### src/rtl/pls_cnt_pkg.sv
// +------------------------------------------------------------------+
// | pls_cnt_pkg                                                      |
// | Shared types, defaults and helpers for the pls_cnt_mod counter.  |
// | Rev 1.0 - initial release                                        |
// +------------------------------------------------------------------+
`default_nettype none

package pls_cnt_pkg;

    typedef enum logic [1:0] {
        EV_NONE = 2'd0,
        EV_CLR  = 2'd1,
        EV_LD   = 2'd2,
        EV_CNT  = 2'd3
    } pls_ev_e;

    localparam int PLS_MOD_DEF  = 100;
    localparam int PLS_HALF_DEF = 50;

    // Clamp a preset into the legal count range 0..mod-1.
    function automatic logic [31:0] sat_mod(input logic [31:0] val, input logic [31:0] mod);
        return (val >= mod) ? (mod - 32'd1) : val;
    endfunction

endpackage

`default_nettype wire

### src/rtl/pls_edge_det.sv
// +------------------------------------------------------------------+
// | pls_edge_det                                                     |
// | 2-FF synchroniser with rise/fall detect on the synchronised pair.|
// | Rev 1.0 - initial release                                        |
// +------------------------------------------------------------------+
`default_nettype none

module pls_edge_det (
    input  logic clk,
    input  logic rst,
    input  logic i_din,
    output logic o_lvl,
    output logic o_rise,
    output logic o_fall
);

    logic r_s0;
    logic r_s1;

    always_ff @(posedge clk or negedge rst) begin
        if (!rst) begin
            r_s0 <= 1'b0;
            r_s1 <= 1'b0;
        end else begin
            r_s0 <= i_din;
            r_s1 <= r_s0;
        end
    end

    assign o_lvl  = r_s1;
    assign o_rise = r_s0 & ~r_s1;
    assign o_fall = r_s1 & ~r_s0;

endmodule

`default_nettype wire

### src/rtl/pls_cnt_mod.sv
// +------------------------------------------------------------------+
// | pls_cnt_mod                                                      |
// | Modulo-MOD pulse counter with preset load, half-point square     |
// | output and terminal-count pulse. PLS_CNT_DOWN_EN adds down count.|
// | Rev 1.0 - initial release                                        |
// +------------------------------------------------------------------+
`default_nettype none

module pls_cnt_mod
    import pls_cnt_pkg::*;
#(
    parameter int MOD  = PLS_MOD_DEF,
    parameter int HALF = MOD / 2,
    parameter int W    = $clog2(MOD)
) (
    input  logic         clk,
    input  logic         rst,
    input  logic         clr,
    input  logic         plsi,
    input  logic         ld,
    input  logic [W-1:0] ldval,
    input  logic         dn,
    output logic [W-1:0] qout,
    output logic         plso,
    output logic         tc
);

    localparam logic [W-1:0] c_max  = W'(MOD - 1);
    localparam logic [W-1:0] c_half = W'(HALF);

    logic         w_clr_rise;
    logic         w_ld_rise;
    logic         w_pls_fall;
    logic         w_dn;
    logic [5:0]   w_det_unused;
    logic [W-1:0] w_ld_sat;
    pls_ev_e      w_ev;
    logic [W-1:0] w_q_nxt;
    logic         w_plso_nxt;
    logic         w_tc_nxt;

    logic [W-1:0] r_q;
    logic         r_plso;
    logic         r_tc;

    pls_edge_det u_clr_det (
        .clk    (clk),
        .rst    (rst),
        .i_din  (clr),
        .o_lvl  (w_det_unused[0]),
        .o_rise (w_clr_rise),
        .o_fall (w_det_unused[1])
    );

    pls_edge_det u_pls_det (
        .clk    (clk),
        .rst    (rst),
        .i_din  (plsi),
        .o_lvl  (w_det_unused[2]),
        .o_rise (w_det_unused[3]),
        .o_fall (w_pls_fall)
    );

    pls_edge_det u_ld_det (
        .clk    (clk),
        .rst    (rst),
        .i_din  (ld),
        .o_lvl  (w_det_unused[4]),
        .o_rise (w_ld_rise),
        .o_fall (w_det_unused[5])
    );

`ifdef PLS_CNT_DOWN_EN
    logic [1:0] w_dn_unused;

    pls_edge_det u_dn_det (
        .clk    (clk),
        .rst    (rst),
        .i_din  (dn),
        .o_lvl  (w_dn),
        .o_rise (w_dn_unused[0]),
        .o_fall (w_dn_unused[1])
    );
`else
    logic w_dn_unused;

    assign w_dn_unused = dn;
    assign w_dn        = 1'b0;
`endif

    assign w_ld_sat = W'(sat_mod(32'(ldval), 32'(MOD)));

    always_comb begin
        w_ev = EV_NONE;
        if (w_clr_rise)      w_ev = EV_CLR;
        else if (w_ld_rise)  w_ev = EV_LD;
        else if (w_pls_fall) w_ev = EV_CNT;
    end

    // Wrap/borrow decisions look at the registered count, not a wrapped sum.
    always_comb begin
        w_q_nxt    = r_q;
        w_plso_nxt = r_plso;
        w_tc_nxt   = 1'b0;
        case (w_ev)
            EV_CLR: begin
                w_q_nxt    = '0;
                w_plso_nxt = 1'b0;
            end
            EV_LD: begin
                w_q_nxt    = w_ld_sat;
                w_plso_nxt = (w_ld_sat >= c_half);
            end
            EV_CNT: begin
                if (w_dn) begin
                    if (r_q == '0) begin
                        w_q_nxt  = c_max;
                        w_tc_nxt = 1'b1;
                    end else begin
                        w_q_nxt  = r_q - W'(1);
                    end
                end else begin
                    if (r_q == c_max) begin
                        w_q_nxt  = '0;
                        w_tc_nxt = 1'b1;
                    end else begin
                        w_q_nxt  = r_q + W'(1);
                    end
                end
                w_plso_nxt = (w_q_nxt >= c_half);
            end
            default: ;
        endcase
    end

    always_ff @(posedge clk or negedge rst) begin
        if (!rst) begin
            r_q    <= '0;
            r_plso <= 1'b0;
            r_tc   <= 1'b0;
        end else begin
            r_q    <= w_q_nxt;
            r_plso <= w_plso_nxt;
            r_tc   <= w_tc_nxt;
        end
    end

    assign qout = r_q;
    assign plso = r_plso;
    assign tc   = r_tc;

endmodule

`default_nettype wire

### config.mk
export PLATFORM = sky130hd
export DESIGN_NAME = pls_cnt_mod
export DESIGN_NICKNAME = d
export VERILOG_FILES = /design/src/rtl/pls_cnt_pkg.sv /design/src/rtl/pls_edge_det.sv /design/src/rtl/pls_cnt_mod.sv
export SDC_FILE = /design/constraint.sdc
export NUM_CORES = 1
export LEC_CHECK = 0
export BUFFER_PORTS_ARGS = -buffer_cell sky130_fd_sc_hd__buf_2
export CAP_MARGIN = 10
export CORE_UTILIZATION = 35
export CTS_BUF_LIST = sky130_fd_sc_hd__clkbuf_8
export DETAILED_ROUTE_END_ITERATION = 8
export GPL_ROUTABILITY_DRIVEN = 0
export PLACE_DENSITY = 0.65
export SYNTH_ARGS = -nofsm -noshare
export SYNTH_HDL_FRONTEND = slang
export SYNTH_SLANG_ARGS = --single-unit
### constraint.sdc
create_clock -name clk -period 4.9 [get_ports clk]
set_input_delay 0.49 -clock clk [delete_from_list [all_inputs] [get_ports clk]]
set_output_delay 0.49 -clock clk [all_outputs]
set_load 0.03 [all_outputs]
## Word level (Yosys, flattened, before mapping)

Index checks and enable logic that the tools add are counted.

| operators by class | value |
|---|---|
| $add $sub $neg | 1 |
| order comparisons | 3 |
| equal/unequal tests | 4 |
| mux-type cells | 10 |
| bitwise gates (word level) | 6 |
| reductions and logical operators | 1 |

Operator list:

| operator | count |
|---|---|
| 2-to-1 mux 7 bit | 3 |
| case mux 7 bit (3 select lines) | 1 |
| >= comparator 7 x 6 -> 1 bit (second input constant) | 2 |
| adder 7 x 1 -> 7 bit (second input constant) | 1 |
| == test 7 bit (second input constant) | 1 |
| >= comparator 7 bit (second input constant) | 1 |
| 2-to-1 mux 2 bit | 3 |
| == test 2 bit (second input constant) | 2 |
| bitwise AND 1 bit | 3 |
| inverter 1 bit | 3 |
| case mux 1 bit (3 select lines) | 1 |
| nonzero test 3 bit | 1 |
| == test 2 x 1 -> 1 bit (second input constant) | 1 |
| 2-to-1 mux 1 bit | 2 |

| storage, ports and cells | value |
|---|---|
| flip-flop bits (word level) | 15 |
| bits of input ports | 13 |
| word-level logic and storage cells | 34 |

## Longest topological paths before layout

Gate-level depths: netlist (run 1).

| logic depth | value |
|---|---|
| depth after elaboration | 9 |
| depth in mapped cells | 7 |
| depth with buffers taken out | 7 |

## Cells and area by module

From an unflattened synthesis (run 1), not the netlist that was laid out.

| second synthesis, totals | value |
|---|---|
| cell total of the unflattened synthesis | 83 |
| area, all modules | 820.8 um^2 |

Modules (own cells, without submodules):

| module | instances | cells each | area each (um^2) | sequential area each (um^2) |
|---|---|---|---|---|
| pls_cnt_mod | 1 | 71 | 625.6 | 225.2 |
| pls_edge_det | 3 | 4 | 65.1 | 50.0 |

## Worst setup path after synthesis (run 1)

Ideal clock, no wire load.

| timing | value |
|---|---|
| path type | register to register |
| start point | register r_q[1] (netlist: qout[1]) |
| end point | register r_plso (netlist: plso) |
| setup time | 0.129 ns |
| arrival time | 1.826 ns |
| required time | 4.771 ns |
| setup slack | 2.946 ns |
| stages on the path, launching flop included | 8 |
| path buffers | 0 |
| clock period less this slack | 1.954 ns |
| path through | dfrtp_1 -> inv_1 -> ha_1 -> nor2b_1 -> nand3_1 -> a21oi_1 -> nor4_2 -> a2111o_1 |

| between the ends | value |
|---|---|
| word-level cells in the longest chain between the ends | 5 |
| elaborated cells on any way between the ends | 6 |

RTL lines:

| what | line | source |
|---|---|---|
| start: declaration | pls_cnt_mod.sv:42 | `logic [W-1:0] r_q;` |
| start signal: assignment | pls_cnt_mod.sv:142 | `r_q <= w_q_nxt;` |
| adder 7 x 1 -> 7 bit / == test 7 bit (equally long branches) | pls_cnt_mod.sv:127, pls_cnt_mod.sv:123 |  |
| 2-to-1 mux 7 bit (*) | pls_cnt_mod.sv:123 | `if (r_q == c_max) begin` |
| 2-to-1 mux 7 bit (*) | pls_cnt_mod.sv:105 | `case (w_ev)` |
| >= comparator 7 x 6 -> 1 bit (*) | pls_cnt_mod.sv:130 | `w_plso_nxt = (w_q_nxt >= c_half);` |
| case mux 1 bit (3 select lines) (*) | pls_cnt_mod.sv:105 |  |
| end signal: assignment | pls_cnt_mod.sv:143 | `r_plso <= w_plso_nxt;` |
| end: declaration | pls_cnt_mod.sv:43 | `logic r_plso;` |

Every way passes the cells marked *; elsewhere a longest branch is shown, timed or not. The select of a mux whose other input is x is not followed.
A chain may end at the register's enable or synchronous reset.

## Final worst setup path (run 1)

Same ends and word-level chain as after synthesis.

==> impl_metrics.csv, run 1 <==
group,metric,value,unit
pwr,peakVddDrop,0.000203,V
floorplanning,io_pins,22,
synthesis,synth_area_leader_cell,"dfrtp_1",
critical_path,arrival,2.06,ns
routing,drc,0,
synthesis,synth_most_common_cell,"dfrtp_1",
synthesis,synthCells,78,
synthesis,ys_async_sr_fraction,100,%
floorplanning,initial_utilization,38.9,%
timing,skew,0.00209,ns
synthesis,ys_types,32,
critical_path,slowest_delay,0.48,ns
global_route,grt_pass1_vias,696,
clock_network,clk_path_buf_depth,2,
clock_network,cts_tree,"built",
layout,utilization,47.6,%
placed_design,portBuffers,20,
global_route,grt-ovfl-total,0,
layout,fill_cells,200,
global_route,grt_max_degree,16,
floorplanning,core-area,0.00206,mm^2
global_route,grt_pass1_wl,3080,um
floorplanning,fp-row-count,16,
timing,hold_viol,0,
routing,viasPerCell,5.29,
timing,fin_tns_setup,0,ns
critical_path,crit_required,5.02,ns
floorplanning,die_y,49.9,um
routing,ant_nets,0,
synthesis,synth_flop_cell,"dfrtp_1",
synthesis,synth_top_area_share,46.8,%
clock_network,insertion_delay,0.24,ns
critical_path,path_class,"reg2reg",
timing,max_slew_margin,73.8,%
job,maxCapViolations,0,
clock_network,ctsResizeCount,0,
placed_design,dp_hpwl,1280,um
critical_path,crit_fanout,8,
status,status,"completed",
pwr,power.density,314,mW/mm^2
routing,vias,682,
timing,rsz0062_at_grt,"no",
synthesis,synth_edf_count,0,
min_path,min_path_type,"in2async",
layout,final_nets,118,
global_route,track_usage,16.5,%
clock_network,cts-root-buf,"clkbuf_8",
routing,dr.pass1.iters,4,
timing,drv_slew,0,
synthesis,ys_seq_area_share,46.8,%
clock_network,postCtsHoldBufs,0,
critical_path,cp_slowest_cell,"dfrtp_1",
synthesis,synth.area.top_cells,"dfrtp_1 47%, nand2b_4 3.4%, nand2_1 3.3%",
timing,finalSetupViolCount,0,
timing,tightest_slew,0.392,ns
synthesis,syn_area_per_cell,10.3,um^2
routing,wl_per_cell,13.0,um
pwr,p_leak,0.000465,uW
floorplanning,die_area,0.00249,mm^2
clock_network,post_cts_buffers,0,
synthesis,ys_warn_count,0,
clock_network,cts_buffers,3,
critical_path,path_buf_inv,1,
synthesis,syn-num-nets,93,
layout,drive_above_1_share,29.4,%
layout,n_antenna_cell,0,
critical_path,critPathCaptureType,"register",
clock_network,cts.sinks,15,
critical_path,start_kind,"register",
layout,areaGrowthSynthToFinish,22.3,%
critical_path,path_delay_family,"compound AO/OA/AOI/OAI gates",
clock_network,clk_pin_slew_worst_paths,0.06,ns
routing,wl,1680,um
global_route,antenna_found_initial,0,
critical_path,path_cells,"inv_1, ha_1, nor2b_1, a21boi_0, o22ai_1, nor4_2, a2111o_1",
timing,fmax,515,MHz
floorplanning,die_w,49.9,um
synthesis,ys_ff_latch,15,
synthesis,synth_area,802,um^2
routing,drt_first_iter_violations,6,
clock_network,cts-htree-levels,1,
timing,final.min_clock_period,1.94,ns
timing,fin_crit_sh,39.6,%
synthesis,synth_common_cells,"15 x dfrtp_1, 7 x nand2_1, 6 x nor2_1, 5 x a21oi_1",
registers in the layout, summed over array words and instances, names as in the netlist:
signal,flops
u_ld_det.r_s0,1
plso,1
u_pls_det.r_s0,1
tc,1
u_pls_det.o_lvl,1
u_clr_det.o_lvl,1
u_clr_det.r_s0,1
qout,7
u_ld_det.o_lvl,1
per-stage QoR:
stage / power [uW] / worst slack (ns) / hold slack, ns / cells / cell area, um^2
floorplan: 192 / 2.95 / 0.194 / 78 / 802
global placement: 215 / 3.00 / 0.361 / 125 / 936
detailed placement: 216 / 2.98 / 0.367 / 125 / 936
CTS: 311 / 2.96 / 0.148 / 129 / 981
global route: 327 / 2.81 / 0.166 / 129 / 981
finish: 308 / 2.96 / 0.133 / 129 / 981
where the power goes:
group / internal, uW / total (uW) / switching [uW] / leakage (uW)
sequential: 133 / 147 / 13.9 / 0.000189
combinational: 26.1 / 66.9 / 40.8 / 0.000248
clock: 55.3 / 93.8 / 38.5 / 0.0000269
worst paths after layout:
| path | startpoint | endpoint | slack [ns] | cells past startpoint |
|---|---|---|---|---|
| hold reg to reg | u_clr_det.r_s0 | u_clr_det.o_lvl | 0.38 | 0 |
| setup / recovery | qout[1] | plso | 2.96 | 7 |
| min in group clk | clr | u_clr_det.r_s0 | 0.35 | 1 |
| max in group asynchronous | rst | qout[5] | 4.53 | 1 |
| hold / removal | rst | u_clr_det.o_lvl | 0.13 | 1 |
| setup reg to reg | qout[1] | plso | 2.96 | 7 |
area by class of cell:
| type | instances | area [um^2] | share of cell area, % |
|---|---|---|---|
| timing repair buffer | 20 | 100 | 10.2 |
| tap | 27 | 33.8 | 3.44 |
| clock inverter | 1 | 3.75 | 0.383 |
| sequential | 15 | 375 | 38.3 |
| multi-input combinational | 61 | 419 | 42.7 |
| clock buffer | 3 | 41.3 | 4.21 |
| inverter | 2 | 7.51 | 0.765 |
logic make-up (layout without fill, tap and decap cells):
family	count (synthesis)	in the layout	synth area share, %
compound gates	25	25	21.4
xor+xnor	2	2	2.18
fa+ha+maj	2	2	3.12
buf+inv	2	26	0.936
flops	15	15	46.8
simple gates	32	32	25.6
layer usage:
metal	GRT usage, %	vias up	part of all wire [%]
met1	23.2	319	49
met2	24.1	23	43
li1	-	338	-
met4	3.33	0	0.66
met5	0	-	0
met3	6.17	2	7.2
placed cells by master (no fill, tap or decap):
cell type and count:
and2_1 1, a221o_1 2, nor2b_1 3, o21ai_0 3, nor2b_4 1, nand4_1 2
nand3_1 3, nand2b_2 1, o22ai_1 2, or3b_4 1, nor3b_1 1, nand2b_4 2
a2111o_1 1, a21oi_1 5, nand4_2 1, inv_1 3, a21boi_1 1, ha_1 2
clkbuf_8 3, o21ai_1 2, a21boi_0 1, dfrtp_1 15, o31ai_1 1, o211ai_1 2
a21o_1 2, nand2_1 7, xnor2_1 2, o311a_1 1, buf_2 20, a211oi_1 1
nor2_1 6, o21a_1 1, nor4_2 1, nor3_1 2
Power figures use the tool's default switching activity.
==> inputs of run 2 (changes only) <==
==> constraint.sdc (replaced) <==
create_clock -name clk -period 1.8 [get_ports clk]
set_input_delay 0.18 -clock clk [delete_from_list [all_inputs] [get_ports clk]]
set_output_delay 0.18 -clock clk [all_outputs]
set_load 0.03 [all_outputs]
==> run 2 against run 1 <==
Cell area grew 7.8%. Non-clock buffer count up 6. Final cell count rose by 4.7%. Sequential power grew to 2.6 times the previous value. Via count grew 4.5%. Sequential cell count unchanged. Worst setup slack worse by 2.8 ns. Clock power rose to 2.8 times the previous value. Critical endpoint unchanged.
==> impl_metrics.csv, run 2 (same netlist as run 1, synthesis figures left out) <==
group,metric,value,unit
routing,wl_per_cell,12.9,um
routing,dr.pass1.iters,4,
layout,fill_cells,197,
global_route,track_usage,16.6,%
timing,fin_crit_sh,94.0,%
critical_path,cp_slowest_cell,"dfrtp_2",
floorplanning,die_y,49.9,um
layout,areaGrowthSynthToFinish,31.8,%
pwr,p_leak,0.000498,uW
clock_network,insertion_delay,0.25,ns
timing,skew,0.00278,ns
placed_design,portBuffers,20,
clock_network,cts-htree-levels,1,
routing,drt_first_iter_violations,14,
status,status,"completed",
clock_network,cts_buffers,3,
min_path,hold_start,"ld",
routing,ant_nets,0,
routing,vias,713,
layout,layout_common_cells,"20 x buf_2, 13 x dfrtp_1, 7 x nand2_1",
critical_path,crit_fanout,4,
global_route,grt_pass1_wl,3080,um
timing,fmax,591,MHz
layout,largest_reg_flops,7,
routing,viasPerCell,5.28,
critical_path,critPathCaptureType,"register",
layout,final_common_cell,"buf_2",
layout,drive_above_1_share,38.0,%
timing,final.min_clock_period,1.69,ns
timing,tightest_slew,0.430,ns
timing,hold_viol,0,
pwr,total_power,887,uW
timing,finalSetupViolCount,0,
placed_design,dp_hpwl,1350,um
clock_network,clk_path_buf_depth,2,
pwr,peakVddDrop,0.000420,V
critical_path,reg2reg_to,"plso",
critical_path,crit_start,"qout[0]",
clock_network,cts_tree,"built",
job,maxCapViolations,0,
timing,fin_tns_setup,0,ns
layout,n_antenna_cell,0,
global_route,use_met1,22.7,%
layout,stdcell_area,0.00106,mm^2
min_path,whs_endpoint,"u_ld_det.r_s0",
global_route,grt.busiest_layer,"met2",
critical_path,slowest_delay,0.44,ns
timing,rsz0062_at_grt,"no",
critical_path,crit_required,1.92,ns
critical_path,r2r_slack,0.11,ns
min_path,min_path_type,"in2reg",
timing,drv_slew,0,
floorplanning,initial_utilization,38.9,%
clock_network,clk_pin_slew_worst_paths,0.06,ns
routing,wl,1740,um
global_route,grt_pass1_vias,673,
critical_path,start_kind,"register",
pwr,power.density,839,mW/mm^2
floorplanning,core-area,0.00206,mm^2
floorplanning,die_area,0.00249,mm^2
critical_path,path_buf_inv,0,
clock_network,post_cts_buffers,0,
global_route,met2_usage,24.5,%
timing,max_slew_margin,71.2,%
global_route,met3_usage,5.25,%
critical_path,path_class,"reg2reg",
layout,final_nets,124,
routing,drc,0,
floorplanning,io_pins,22,
global_route,grt-ovfl-total,0,
placed_design,place_area,978,um^2
critical_path,r2r_cells,6,
global_route,antenna_found_initial,0,
critical_path,path_delay_family,"compound AO/OA/AOI/OAI gates",
clock_network,cts.sinks,15,
critical_path,path_cells,"ha_4, nor2b_4, a21boi_0, o22ai_1, nor4_2, a2111o_1",
floorplanning,fp-row-count,16,
critical_path,arrival,1.82,ns
floorplanning,die_w,49.9,um
clock_network,cts-root-buf,"clkbuf_8",
min_path,whs_path_depth,1,
critical_path,r2r-start,"qout[0]",
global_route,grt_max_degree,16,
run 2: through the flow:
stage	hold slack, ns	util, %	setup slack [ns]	std cells
finish	0.0379	51.3	0.108	135
global route	0.0316	51.3	0.0106	135
detailed placement	0.101	47.5	0.0808	130
floorplan	-0.116	-	0.00445	78
global placement	0.0965	47.5	0.0854	130
CTS	0.0340	50.1	0.0541	135
run 2: worst register-to-register path, stage by stage (launching register included):
cell and delay [ns]:
dfrtp_2 0.44, ha_4 0.27, nor2b_4 0.14, a21boi_0 0.08, o22ai_1 0.20, nor4_2 0.06
a2111o_1 0.38
run 2: worst max path at each step:
| stage | end | slack [ns] | cells after the start |
|---|---|---|---|
| finish | plso | 0.11 | 6 |
| global placement | plso | 0.09 | 6 |
| detailed placement | plso | 0.08 | 6 |
| floorplan | plso | 0.004 | 7 |
| CTS | plso | 0.05 | 6 |
| global route | plso | 0.01 | 7 |
run 2: final cells by class:
cell class	instances	area, um^2	share of cell area (%)
clock buffers	3	41.3	3.91
clock inverters	1	3.75	0.355
inverters	2	7.51	0.710
multi-input cells	61	445	42.1
flip-flops and latches	15	378	35.7
well taps	27	33.8	3.20
repair buffers	26	148	14.0
run 2: power breakdown:
group	leakage [uW]	switching (uW)	internal, uW
clock	0.0000269	110	151
sequential	0.000187	24.5	365
combinational	0.000284	135	102
run 2: what timing repair did:
item,CTS,global route
resized for setup,0,4
hold buffers,1,0
hold endpoints to repair,15,0
endpoints found under the setup margin,0,1
run 2: routing by layer:
metal  part of all wire [%]  routed length, um
met2                     41                711
met5                      0                  0
met4                    1.3                 23
met3                    8.4                145
met1                     49                856
==> inputs of run 3 (changes only) <==
--- a/config.mk
+++ b/config.mk
@@ -5,12 +5,14 @@
 export SDC_FILE = /design/constraint.sdc
 export NUM_CORES = 1
 export LEC_CHECK = 0
+export ABC_CLOCK_PERIOD_IN_PS = 1740
 export BUFFER_PORTS_ARGS = -buffer_cell sky130_fd_sc_hd__buf_2
 export CAP_MARGIN = 10
 export CORE_UTILIZATION = 35
 export CTS_BUF_LIST = sky130_fd_sc_hd__clkbuf_8
 export DETAILED_ROUTE_END_ITERATION = 8
 export GPL_ROUTABILITY_DRIVEN = 0
+export MAX_ROUTING_LAYER = met4
 export PLACE_DENSITY = 0.65
 export SYNTH_ARGS = -nofsm -noshare
 export SYNTH_HDL_FRONTEND = slang
==> constraint.sdc (replaced) <==
create_clock -name clk -period 1.74 [get_ports clk]
set_input_delay 0.174 -clock clk [delete_from_list [all_inputs] [get_ports clk]]
set_output_delay 0.174 -clock clk [all_outputs]
set_load 0.03 [all_outputs]
==> run 3 against run 2 <==
Critical endpoint unchanged. Sequential power increased by 4%. Die area unchanged. Routed wire length increased by 7.0%. Combinational power increased by 5%. Cell area increased by 0.83%. Non-clock buffer count increased by 1. Maximum frequency increased by 2.6%. Clock power increased by 13%. Total power increased by 6.8%. Register-to-register slack got worse by 0.02 ns.
==> impl_metrics.csv, run 3 (same netlist as run 1, synthesis figures left out) <==
group,metric,value,unit
layout,stdcell_area,0.00107,mm^2
layout,drive_above_1_share,39.4,%
routing,viasPerCell,5.31,
pwr,power.density,889,mW/mm^2
clock_network,cts_buffers,3,
global_route,track_usage,17.4,%
min_path,whs_path_depth,1,
floorplanning,core-area,0.00206,mm^2
min_path,min_path_type,"in2reg",
clock_network,insertion_delay,0.25,ns
placed_design,dp_hpwl,1440,um
layout,layout_common_cells,"20 x buf_2, 13 x dfrtp_1, 7 x nand2_1",
clock_network,post_cts_buffers,0,
critical_path,arrival,1.78,ns
critical_path,critPathCaptureType,"register",
global_route,grt_max_degree,16,
placed_design,dp_slack,0.0918,ns
critical_path,crit_required,1.87,ns
clock_network,cts.sinks,15,
timing,setup_ws,0.0906,ns
timing,max_slew_margin,72.1,%
timing,skew,0.000591,ns
critical_path,path_delay_family,"compound AO/OA/AOI/OAI gates",
routing,drc,0,
job,maxCapViolations,0,
routing,drt_first_iter_violations,17,
routing,wl,1860,um
global_route,grt-ovfl-total,0,
critical_path,r2r_slack,0.09,ns
floorplanning,initial_utilization,38.9,%
clock_network,cts-htree-levels,1,
clock_network,cts-root-buf,"clkbuf_8",
timing,fmax,606,MHz
routing,dr.pass1.iters,4,
layout,largest_reg_flops,7,
routing,wl_per_cell,13.7,um
clock_network,clk_path_buf_depth,2,
critical_path,path_class,"reg2reg",
timing,tightest_slew,0.416,ns
global_route,grt_pass1_wl,3070,um
timing,fin_crit_sh,94.8,%
critical_path,reg2reg_to,"plso",
timing,finalSetupViolCount,0,
timing,drv_slew,0,
layout,n_antenna_cell,0,
global_route,antenna_found_initial,0,
critical_path,cp_slowest_cell,"dfrtp_2",
placed_design,place_area,0.00100,mm^2
critical_path,path_cells,"ha_4, nor2b_4, a21boi_1, o22ai_1, nor4_2, a2111o_1",
critical_path,crit_fanout,4,
critical_path,r2r_cells,6,
routing,ant_nets,0,
floorplanning,die_area,0.00249,mm^2
placed_design,dp_cells,131,
routing,vias,722,
min_path,hold_start,"plsi",
timing,rsz0062_at_grt,"no",
critical_path,path_buf_inv,0,
critical_path,r2r-start,"qout[0]",
min_path,whs_endpoint,"u_pls_det.r_s0",
critical_path,start_kind,"register",
timing,fin_tns_setup,0,ns
clock_network,cts_tree,"built",
floorplanning,fp-row-count,16,
timing,finalHoldWorstSlack,0.0242,ns
pwr,peakVddDrop,0.000512,V
floorplanning,die_y,49.9,um
placed_design,portBuffers,20,
pwr,p_leak,0.000500,uW
timing,hold_viol,0,
timing,final.min_clock_period,1.65,ns
critical_path,slowest_delay,0.44,ns
layout,instances_no_fill,136,
global_route,grt_pass1_vias,659,
floorplanning,die_w,49.9,um
layout,areaGrowthSynthToFinish,32.9,%
layout,final_common_cell,"buf_2",
status,status,"completed",
layout,final_nets,125,
clock_network,clk_pin_slew_worst_paths,0.07,ns
floorplanning,io_pins,22,
-- run 3: worst register-to-register path: stages, from the launching register on --
cell and delay, ns:
dfrtp_2 0.44, ha_4 0.28, nor2b_4 0.14, a21boi_1 0.06, o22ai_1 0.19, nor4_2 0.08, a2111o_1 0.34
-- run 3: power breakdown --
part | internal, uW | total (uW) | switching [uW]
clock | 161 | 295 | 134
sequential | 377 | 403 | 26.4
combinational | 108 | 249 | 141
total | 646 | 947 | 301
-- run 3: cell type report --
type | count | area [um^2]
fillers | 211 | 996
multi-input cells | 61 | 443
flip-flops and latches | 15 | 378
repair buffers | 27 | 155
clock buffers | 3 | 41.3
well taps | 27 | 33.8
clock inverters | 1 | 7.51
inverters | 2 | 7.51
-- run 3: metrics by stage --
stage | power (uW) | utilization [%]
6_report | 947 | 51.7
5_1_grt | 1000 | 51.7
4_1_cts | 951 | 51.5
3_5_place_dp | 655 | 48.7
3_3_place_gp | 652 | 48.7
2_1_floorplan | 564 | -
-- run 3: worst max-delay path by stage --
stage	cells past startpoint	slack, ns	from	end
6_report	6	0.09	qout[0]	plso
5_1_grt	6	0.0009	qout[0]	plso
4_1_cts	6	0.07	qout[0]	plso
3_5_place_dp	6	0.09	qout[0]	plso
3_3_place_gp	6	0.11	qout[0]	plso
2_1_floorplan	5	0.01	qout[0]	qout[3]
-- run 3: layer usage --
metal  share of wire, %  vias to the layer above  track usage (%)
met4               0.92                        0             5.71
met1                 47                      338             23.1
met3                7.1                        4             4.94
met2                 45                       26             25.5
li1                   -                      354                -
met5                  0                        -                -
-- run 3: what timing repair did --
action | 4_1_cts | 5_1_grt
hold buffers | 1 | 0
endpoints found under the setup margin | 0 | 1
gates resized for setup | 0 | 1
hold endpoints to repair | 15 | 0
